### config.mk
export PLATFORM = sky130hd
export DESIGN_NAME = io_pwm_gen
export DESIGN_NICKNAME = d
export VERILOG_FILES = /design/src/rtl/io_pwm_gen.sv
export SDC_FILE = /design/constraint.sdc
export NUM_CORES = 1
export LEC_CHECK = 0
export CORE_MARGIN = 2
export CORE_UTILIZATION = 44
export CTS_BUF_LIST = sky130_fd_sc_hd__clkbuf_16
export DETAILED_ROUTE_END_ITERATION = 7
export PLACE_DENSITY_LB_ADDON = 0.08
export RECOVER_POWER = 100
export SLEW_MARGIN = 40
export SYNTH_ARGS = -nofsm -noshare
export SYNTH_HDL_FRONTEND = slang
export SYNTH_SLANG_ARGS = --single-unit
### constraint.sdc
create_clock -name clk -period 1.95 [get_ports clk]
set_clock_uncertainty 0.1 [all_clocks]
set_input_delay 0.195 -clock clk [delete_from_list [all_inputs] [get_ports clk]]
set_output_delay 0.195 -clock clk [all_outputs]
set_load 0.01 [all_outputs]
### src/rtl/io_pwm_gen.sv
// Multi-channel PWM generator: shared prescaler and period counter, per-channel
// shadowed duty compare, with duty values reloaded only at period wrap.

module io_pwm_ch #(
  parameter int DUTY_W = 8
) (
  input  logic              clk,
  input  logic              nrst,
  input  logic              en,
  input  logic              load,
  input  logic [DUTY_W-1:0] cfg,
  input  logic [DUTY_W-1:0] per_cnt,
  input  logic              pol,
  output logic [DUTY_W-1:0] shadow,
  output logic              out
);
  // While disabled the shadow tracks cfg so a restart uses the freshest value
  always_ff @(posedge clk or negedge nrst) begin
    if (!nrst) begin
      shadow <= '0;
      out    <= 1'b0;
    end else begin
      if (!en || load) shadow <= cfg;
      out <= en ? ((per_cnt < shadow) ^ pol) : 1'b0;
    end
  end
endmodule

module io_pwm_gen #(
  parameter int NUM_CH       = 4,
  parameter int DUTY_W       = 8,
  parameter int PRESCALE_DIV = 16
) (
  input  logic                     clk,
  input  logic                     nrst,
  input  logic                     en,
  input  logic [31:0]              pwm_cfg,
  input  logic [NUM_CH-1:0]        pol,
  output logic [NUM_CH-1:0]        pwm_out,
  output logic                     period_start,
  output logic [NUM_CH*DUTY_W-1:0] duty_active
);
  localparam int PW = (PRESCALE_DIV > 1) ? $clog2(PRESCALE_DIV) : 1;

  logic [PW-1:0]                   pre_cnt;
  logic [DUTY_W-1:0]               per_cnt;
  logic                            tick, wrap;
  logic [NUM_CH-1:0][DUTY_W-1:0]   cfg_f;
  logic [NUM_CH-1:0][DUTY_W-1:0]   shadow;

  assign tick  = (pre_cnt == PW'(PRESCALE_DIV - 1));
  assign wrap  = tick && (per_cnt == '1);
  assign cfg_f = pwm_cfg[NUM_CH*DUTY_W-1:0];

  always_ff @(posedge clk or negedge nrst) begin
    if (!nrst) begin
      pre_cnt      <= '0;
      per_cnt      <= '0;
      period_start <= 1'b0;
    end else if (!en) begin
      pre_cnt      <= '0;
      per_cnt      <= '0;
      period_start <= 1'b0;
    end else begin
      if (tick) begin
        pre_cnt <= '0;
        per_cnt <= per_cnt + 1'b1;
      end else begin
        pre_cnt <= pre_cnt + 1'b1;
      end
      period_start <= wrap;
    end
  end

  for (genvar i = 0; i < NUM_CH; i++) begin : g_ch
    io_pwm_ch #(.DUTY_W(DUTY_W)) u_ch (
      .clk    (clk),
      .nrst   (nrst),
      .en     (en),
      .load   (wrap),
      .cfg    (cfg_f[i]),
      .per_cnt(per_cnt),
      .pol    (pol[i]),
      .shadow (shadow[i]),
      .out    (pwm_out[i])
    );
  end

  assign duty_active = shadow;
endmodule

==> results of run 1 <==
[power groups by stage]
stage	combinational, mW	clock (mW)	sequential [mW]
2_1_floorplan	0.183	0	1.18
3_3_place_gp	0.499	0	1.15
3_5_place_dp	0.505	0	1.15
4_1_cts	0.510	0.822	1.13
5_1_grt	0.532	0.864	1.14
6_report	0.478	0.802	1.13
[per-stage QoR]
step / instance area, um2 / setup WS [ns] / utilization [%] / hold slack, ns / std cells
detailed placement: 3680 / 0.0835 / 61.4 / 0.115 / 438
floorplan: 2760 / 0.0197 / - / -0.201 / 284
global route: 3810 / 0.0136 / 63.6 / 0.381 / 445
global placement: 3680 / 0.0921 / 61.4 / 0.116 / 438
finish: 3810 / 0.100 / 63.6 / 0.359 / 445
CTS: 3820 / 0.0792 / 63.8 / 0.358 / 445
[placed cells by master (no fill, tap or decap), types with 2 or more instances in the layout]
master	netlist	final
a21oi_1	2	2
a211o_1	4	4
nand3_1	7	7
o21ai_0	30	30
nor4_1	2	2
mux2_1	4	4
clkbuf_1	4	3
buf_4	5	11
ha_1	30	29
nand2_1	42	42
nor3b_1	5	5
o211ai_1	8	8
a2111oi_0	4	2
clkdlybuf4s50_1	0	37
dlygate4sd3_1	0	38
inv_1	31	31
o21a_1	3	3
dfrtp_1	49	49
xnor2_1	5	5
and3_1	2	2
nand4_1	9	9
xor2_1	3	3
nor2_1	5	5
and2_1	10	4
mux2_2	4	4
and2_0	0	6
or4_1	4	4
nand2b_1	4	4
clkbuf_16	0	5
[sequential cells by signal, indices dropped and copies added, names as in the netlist]
register	cells
g_ch.u_ch.out	4
g_ch.u_ch.shadow	32
per_cnt	8
period_start	1
pre_cnt	4
[what timing repair did]
item / 4_1_cts / 5_1_grt
setup endpoints to repair: 0 / 12
hold buffers: 1 / 0
hold endpoints to repair: 22 / 0
resized for setup: 0 / 4
[critical path, delay by kind of cell, from the launching register on]
kind,cells,cell delay [ns]
flops,1,0.42
compound gates,1,0.33
mux,1,0.32
buf+inv,1,0.22
simple gates,1,0.13
fa+ha+maj,1,0.20
[logic make-up after synthesis]
logic type | after synthesis | share of synthesized area (%)
muxes | 8 | 3.26
DFF | 49 | 44.4
buffers and inverters | 43 | 6.66
and+or+nand+nor | 93 | 17.0
adders and majority gates | 30 | 13.6
AOI/OAI and AO/OA | 53 | 12.6
xor gates and xnor gates | 8 | 2.54
[layout make-up]
| type | instances | area, um2 |
|---|---|---|
| sequential | 49 | 1230 |
| clock buffer | 5 | 125 |
| multi-input combinational | 192 | 1360 |
| clock inverter | 1 | 5.00 |
| tap | 75 | 93.8 |
| timing repair buffer | 92 | 883 |
| inverter | 31 | 116 |
| fill | 495 | 2180 |
[worst min path at each step]
stage	end	slack (ns)	depth (start not counted)
after floorplan	g_ch[0].u_ch.out	-0.20	0
after global placement	g_ch[3].u_ch.shadow[5]	0.12	1
after detailed placement	g_ch[3].u_ch.shadow[5]	0.11	1
after CTS	g_ch[3].u_ch.shadow[5]	0.36	2
after global routing	g_ch[1].u_ch.shadow[7]	0.38	3
final	g_ch[2].u_ch.shadow[1]	0.36	3
[metal layers]
layer / up-vias / share of wire (%)
li1: 1155 / -
met3: 8 / 4.5
met1: 1062 / 45
met4: 0 / 1.6
met2: 62 / 49
met5: - / 0
==> impl_metrics.csv, run 1 <==
group,metric,value,unit
outcome,status,"finished clean",
critical_path,rr_startpoint,"per_cnt[1]",
routing,drc,0,
sta,finalMaxSlewViolations,0,
cts,clkSinkCount,49,
floorplanning,core-area,5990,um2
logic_synthesis,syn_area,2760,um2
logic_synthesis,async_reset_ff_share,100,%
global_route,grt_antenna_before_repair,0,
floorplanning,std_cell_rows,28,
global_route,grt_overflow_total,0,
logic_synthesis,synth_flop_cell,"dfrtp_1",
hold_path,holdCritPathClass,"primary input to flop",
logic_synthesis,synth_top_area_cell,"dfrtp_1",
power,cellInternalPower,1.80,mW
cts,cts_max_path_buffers,2,
logic_synthesis,synth_most_common_cell,"dfrtp_1",
logic_synthesis,seq_area_frac_synth,44.4,%
global_route,grt_pass1_wl,11.0,mm
critical_path,crit_required,2.01,ns
layout,drive_above_1_share,7.84,%
logic_synthesis,syn_avg_cell_area,9.73,um2
power,switching_share,25.1,%
global_route,met2_usage,33.1,%
critical_path,path_cells,"ha_1, nand3_1, o41ai_4, buf_4, mux2_1",
floorplanning,die_w,83.2,um
critical_path,worstSetupEndpoint,"g_ch[0].u_ch.shadow[0]",
power,pwr-share-seq,46.9,%
place,gp_congestion,0.783,
cts,numCtsBuffers,5,
power,clkPwrFrac,33.3,%
logic_synthesis,netlist_top_cells_count,"49 x dfrtp_1, 42 x nand2_1, 31 x inv_1, 30 x ha_1, 30 x o21ai_0",
routing,viasPerCell,5.14,
logic_synthesis,synth_seq_cells,49,
floorplanning,start_util,46.1,%
sta,setup_viol,0,
power,p_per_area,632,nW/um2
sta,clock.fmax,541,MHz
floorplanning,die-area,6930,um2
power,irDropWorstVdd,406,uV
sta,fin_crit,1.85,ns
logic_synthesis,synth.area.top_cells,"dfrtp_1 44%, ha_1 14%, nand2_1 5.7%",
logic_synthesis,synth_nets,353,
routing,postRouteAntennaNets,0,
routing,drt_iter0_drc,93,
critical_path,cp_max_fo,8,
sta,tns,0,ns
critical_path,reg2reg_to,"g_ch[0].u_ch.shadow[0]",
critical_path,cp_slowest_stage_delay,0.42,ns
critical_path,cp-end-kind,"flop",
logic_synthesis,netlist_instances,284,
routing,routed_wl,6.47,mm
floorplanning,die_y,83.2,um
sta,period_share,94.9,%
logic_synthesis,synth.top_cell.area_share,44.4,%
critical_path,rrSetupSlack,0.10,ns
layout,nets,440,
critical_path,crit_start,"per_cnt[1]",
routing,first_pass_iters,4,
power,p_total,2.41,mW
floorplanning,io_pins,76,
global_route,grt_max_degree,28,
global_route,grt-busiest-layer,"met2",
critical_path,start_kind,"flop",
layout,areaGrowthSynthToFinish,38.0,%
logic_synthesis,ys_types,31,
routing,vias,2287,
cts,root_buffer,"clkbuf_16",
global_route,grt.met3_usage,3.88,%
critical_path,crit_path_top_delay_cell,"dfrtp_1",
layout,diodes,0,
flow_run,timing.max_cap.violations,0,
critical_path,cp.arrival,1.91,ns
global_route,grtUsageMet1,24.4,%
sta,slew_headroom,14.7,%
power,p_comb_share,19.8,%
cts,cts_setup_buffers,0,
place,dp.final_hpwl,4.99,mm
sta,rsz0062_at_grt,"false",
critical_path,critPathKind,"flop to flop",
sta,worst_pin_slew,1.28,ns
cts,htreeDepth,2,
sta,final_hold_viol_count,0,
hold_path,hold_start,"pwm_cfg[17]",
global_route,grt_pass1_vias,2362,
cts,clkLatencyLatePin,0.28,ns
cts,cts_tree,"done",
cts,clk_pin_slew,0.06,ns
power,leakagePower,1.83,nW
logic_synthesis,yosysWarningCount,0,
global_route,grt_use_total,19.4,%
power,p_sw,0.604,mW
logic_synthesis,synth_edf_count,0,
critical_path,reg2reg_depth,5,
place,portBuffers,75,
routing,routedWlPerCell,14.5,um
Power figures use the tool's default switching activity.
==> run 2: changes to the inputs <==
--- a/config.mk
+++ b/config.mk
@@ -5,7 +5,6 @@
 export SDC_FILE = /design/constraint.sdc
 export NUM_CORES = 1
 export LEC_CHECK = 0
-export CORE_MARGIN = 2
 export CORE_UTILIZATION = 44
 export CTS_BUF_LIST = sky130_fd_sc_hd__clkbuf_16
 export DETAILED_ROUTE_END_ITERATION = 7
==> run 2 against run 1 <==
  * Sequential cell count unchanged
  * Non-clock buffer count grew 3
  * Register-to-register slack is essentially flat
  * Die area fell by 4.7%
  * Worst hold slack got worse by 0.020 ns
  * Clock power up 20%
  * Fmax fell by 0.34%
  * Sequential share of layout area decreased by 0.55 points
  * Wire length shrank 2.3%
  * Utilization up 1.1 points
  * Cell area increased by 1.7%
  * Via count rose by 2.4%
  * Critical path type unchanged
==> impl_metrics.csv, run 2 (same netlist as run 1, synthesis figures left out) <==
group,metric,value,unit
outcome,status,"finished clean",
floorplanning,die_w,81.2,um
floorplanning,core-area,5990,um2
layout,drive_above_1_share,9.07,%
routing,drc,0,
power,p_per_area,664,nW/um2
routing,first_pass_iters,4,
layout,largest_reg_flops,32,
critical_path,critPathKind,"flop to flop",
place,dp_slack,-0.00102,ns
sta,worst_pin_slew,0.627,ns
cts,cts_max_path_buffers,2,
sta,period_share,95.2,%
sta,finalMaxSlewViolations,0,
place,place_area,3670,um2
floorplanning,io_pins,76,
sta,slew_headroom,58.2,%
layout,nets,443,
critical_path,start_kind,"flop",
layout,areaGrowthSynthToFinish,40.4,%
global_route,grt_pass1_wl,10.5,mm
layout,largestRegisters,"g_ch.u_ch.shadow x32, per_cnt x8",
critical_path,crit_start,"per_cnt[5]",
global_route,grt_use_total,21.1,%
sta,tns,0,ns
power,irDropWorstVdd,352,uV
floorplanning,die-area,6600,um2
critical_path,cp.arrival,1.98,ns
global_route,grt_max_degree,27,
place,dp.final_hpwl,4.81,mm
floorplanning,start_util,46.1,%
critical_path,cp_max_fo,7,
sta,clock.fmax,539,MHz
place,gp_congestion,0.782,
routing,viasPerCell,5.20,
cts,htreeDepth,2,
sta,fin_crit,1.86,ns
floorplanning,std_cell_rows,28,
sta,setup_slack,0.0939,ns
sta,whs,0.338,ns
critical_path,cp-end-kind,"flop",
floorplanning,die_y,81.2,um
cts,root_buffer,"clkbuf_16",
routing,vias,2341,
critical_path,crit_required,2.07,ns
place,portBuffers,75,
routing,routed_wl,6.32,mm
cts,numCtsBuffers,5,
routing,routedWlPerCell,14.1,um
routing,postRouteAntennaNets,0,
global_route,grt_overflow_total,0,
power,leakagePower,1.87,nW
global_route,grt_antenna_before_repair,0,
cts,clkSinkCount,49,
layout,mostFrequentLayoutCell,"dfrtp_1",
global_route,grt_pass1_vias,2197,
cts,cts_tree,"done",
cts,clkLatencyLatePin,0.29,ns
sta,final_hold_viol_count,0,
layout,top_register,"g_ch.u_ch.shadow",
critical_path,rrSetupSlack,0.09,ns
layout,diodes,0,
layout,layoutNonFillerInstCount,450,
flow_run,timing.max_cap.violations,0,
place,dp_cells,437,
layout,final_area,3880,um2
sta,rsz0062_at_grt,"false",
layout,final_cell_mix,"49 x dfrtp_1, 42 x nand2_1, 38 x dlygate4sd3_1",
sta,setup_viol,0,
critical_path,rr_startpoint,"per_cnt[5]",
routing,drt_iter0_drc,108,
cts,clk_pin_slew,0.07,ns
hold_path,holdCritPathClass,"primary input to asynchronous set/reset pin",
==> run 2: changes by cell type in the layout (fill, tap and decap cells not counted), sizes merged <==
cell,change
bufinv,+1
buf,+3
inv,+1
==> run 2: report_power, final <==
group	switching, mW	total, mW	internal, mW
Sequential	0.0386	1.13	1.09
Combinational	0.225	0.485	0.260
Clock	0.364	0.961	0.596
==> run 2: worst paths after layout <==
kind | end | depth (start not counted)
worst max-delay path | g_ch[0].u_ch.out | 5
max in group asynchronous | per_cnt[0] | 3
min in group clk | g_ch[3].u_ch.shadow[7] | 3
worst max register to register | g_ch[0].u_ch.out | 5
worst min register to register | g_ch[2].u_ch.shadow[0] | 1
worst min-delay path | g_ch[3].u_ch.shadow[2] | 2
==> run 2: cell type report <==
cell class                 count  area, um2
clock buffer                   5        125
clock inverter                 3       37.5
fill                         493       2110
inverter                      31        116
multi-input combinational    192       1360
sequential                    49       1230
tap                           75       93.8
timing repair buffer          95        916
==> run 2: stage by stage <==
step / utilization (%) / power, mW
floorplan: - / 1.36
global placement: 61.3 / 1.64
detailed placement: 61.3 / 1.65
CTS: 64.3 / 2.62
global route: 64.7 / 2.70
finish: 64.7 / 2.57
==> run 2: what timing repair did <==
item | CTS | global route
hold buffers | 1 | 0
setup endpoints to repair | 5 | 30
pin swaps | 0 | 0
gates resized for setup | 2 | 6
buffers inserted | 0 | 4
endpoints found under the hold margin | 24 | 0
==> run 2: per-layer routing <==
| metal | global-route usage (%) | wire (um) | vias to the layer above | part of all wire, % |
|---|---|---|---|---|
| met5 | 0 | 0 | - | 0 |
| met4 | 5.89 | 63 | 0 | 1.0 |
| met3 | 4.27 | 284 | 7 | 4.5 |
| met2 | 35.0 | 3020 | 60 | 48 |
| met1 | 27.8 | 2960 | 1105 | 47 |
| li1 | - | - | 1169 | - |
==> run 2: critical path, cell delays in order, from the launching register on <==
cell      delay, ns
dfrtp_1        0.53
ha_1           0.31
a211o_1        0.26
o211ai_1       0.12
mux2_2         0.37
nand4_1        0.09
==> run 3: changes to the inputs <==
--- a/config.mk
+++ b/config.mk
@@ -5,6 +5,7 @@
 export SDC_FILE = /design/constraint.sdc
 export NUM_CORES = 1
 export LEC_CHECK = 0
+export ABC_AREA = 0
 export CORE_UTILIZATION = 44
 export CTS_BUF_LIST = sky130_fd_sc_hd__clkbuf_16
 export DETAILED_ROUTE_END_ITERATION = 7
==> results of run 3 <==
Same layout as run 2: the final DEF is identical, and so are final timing and power.
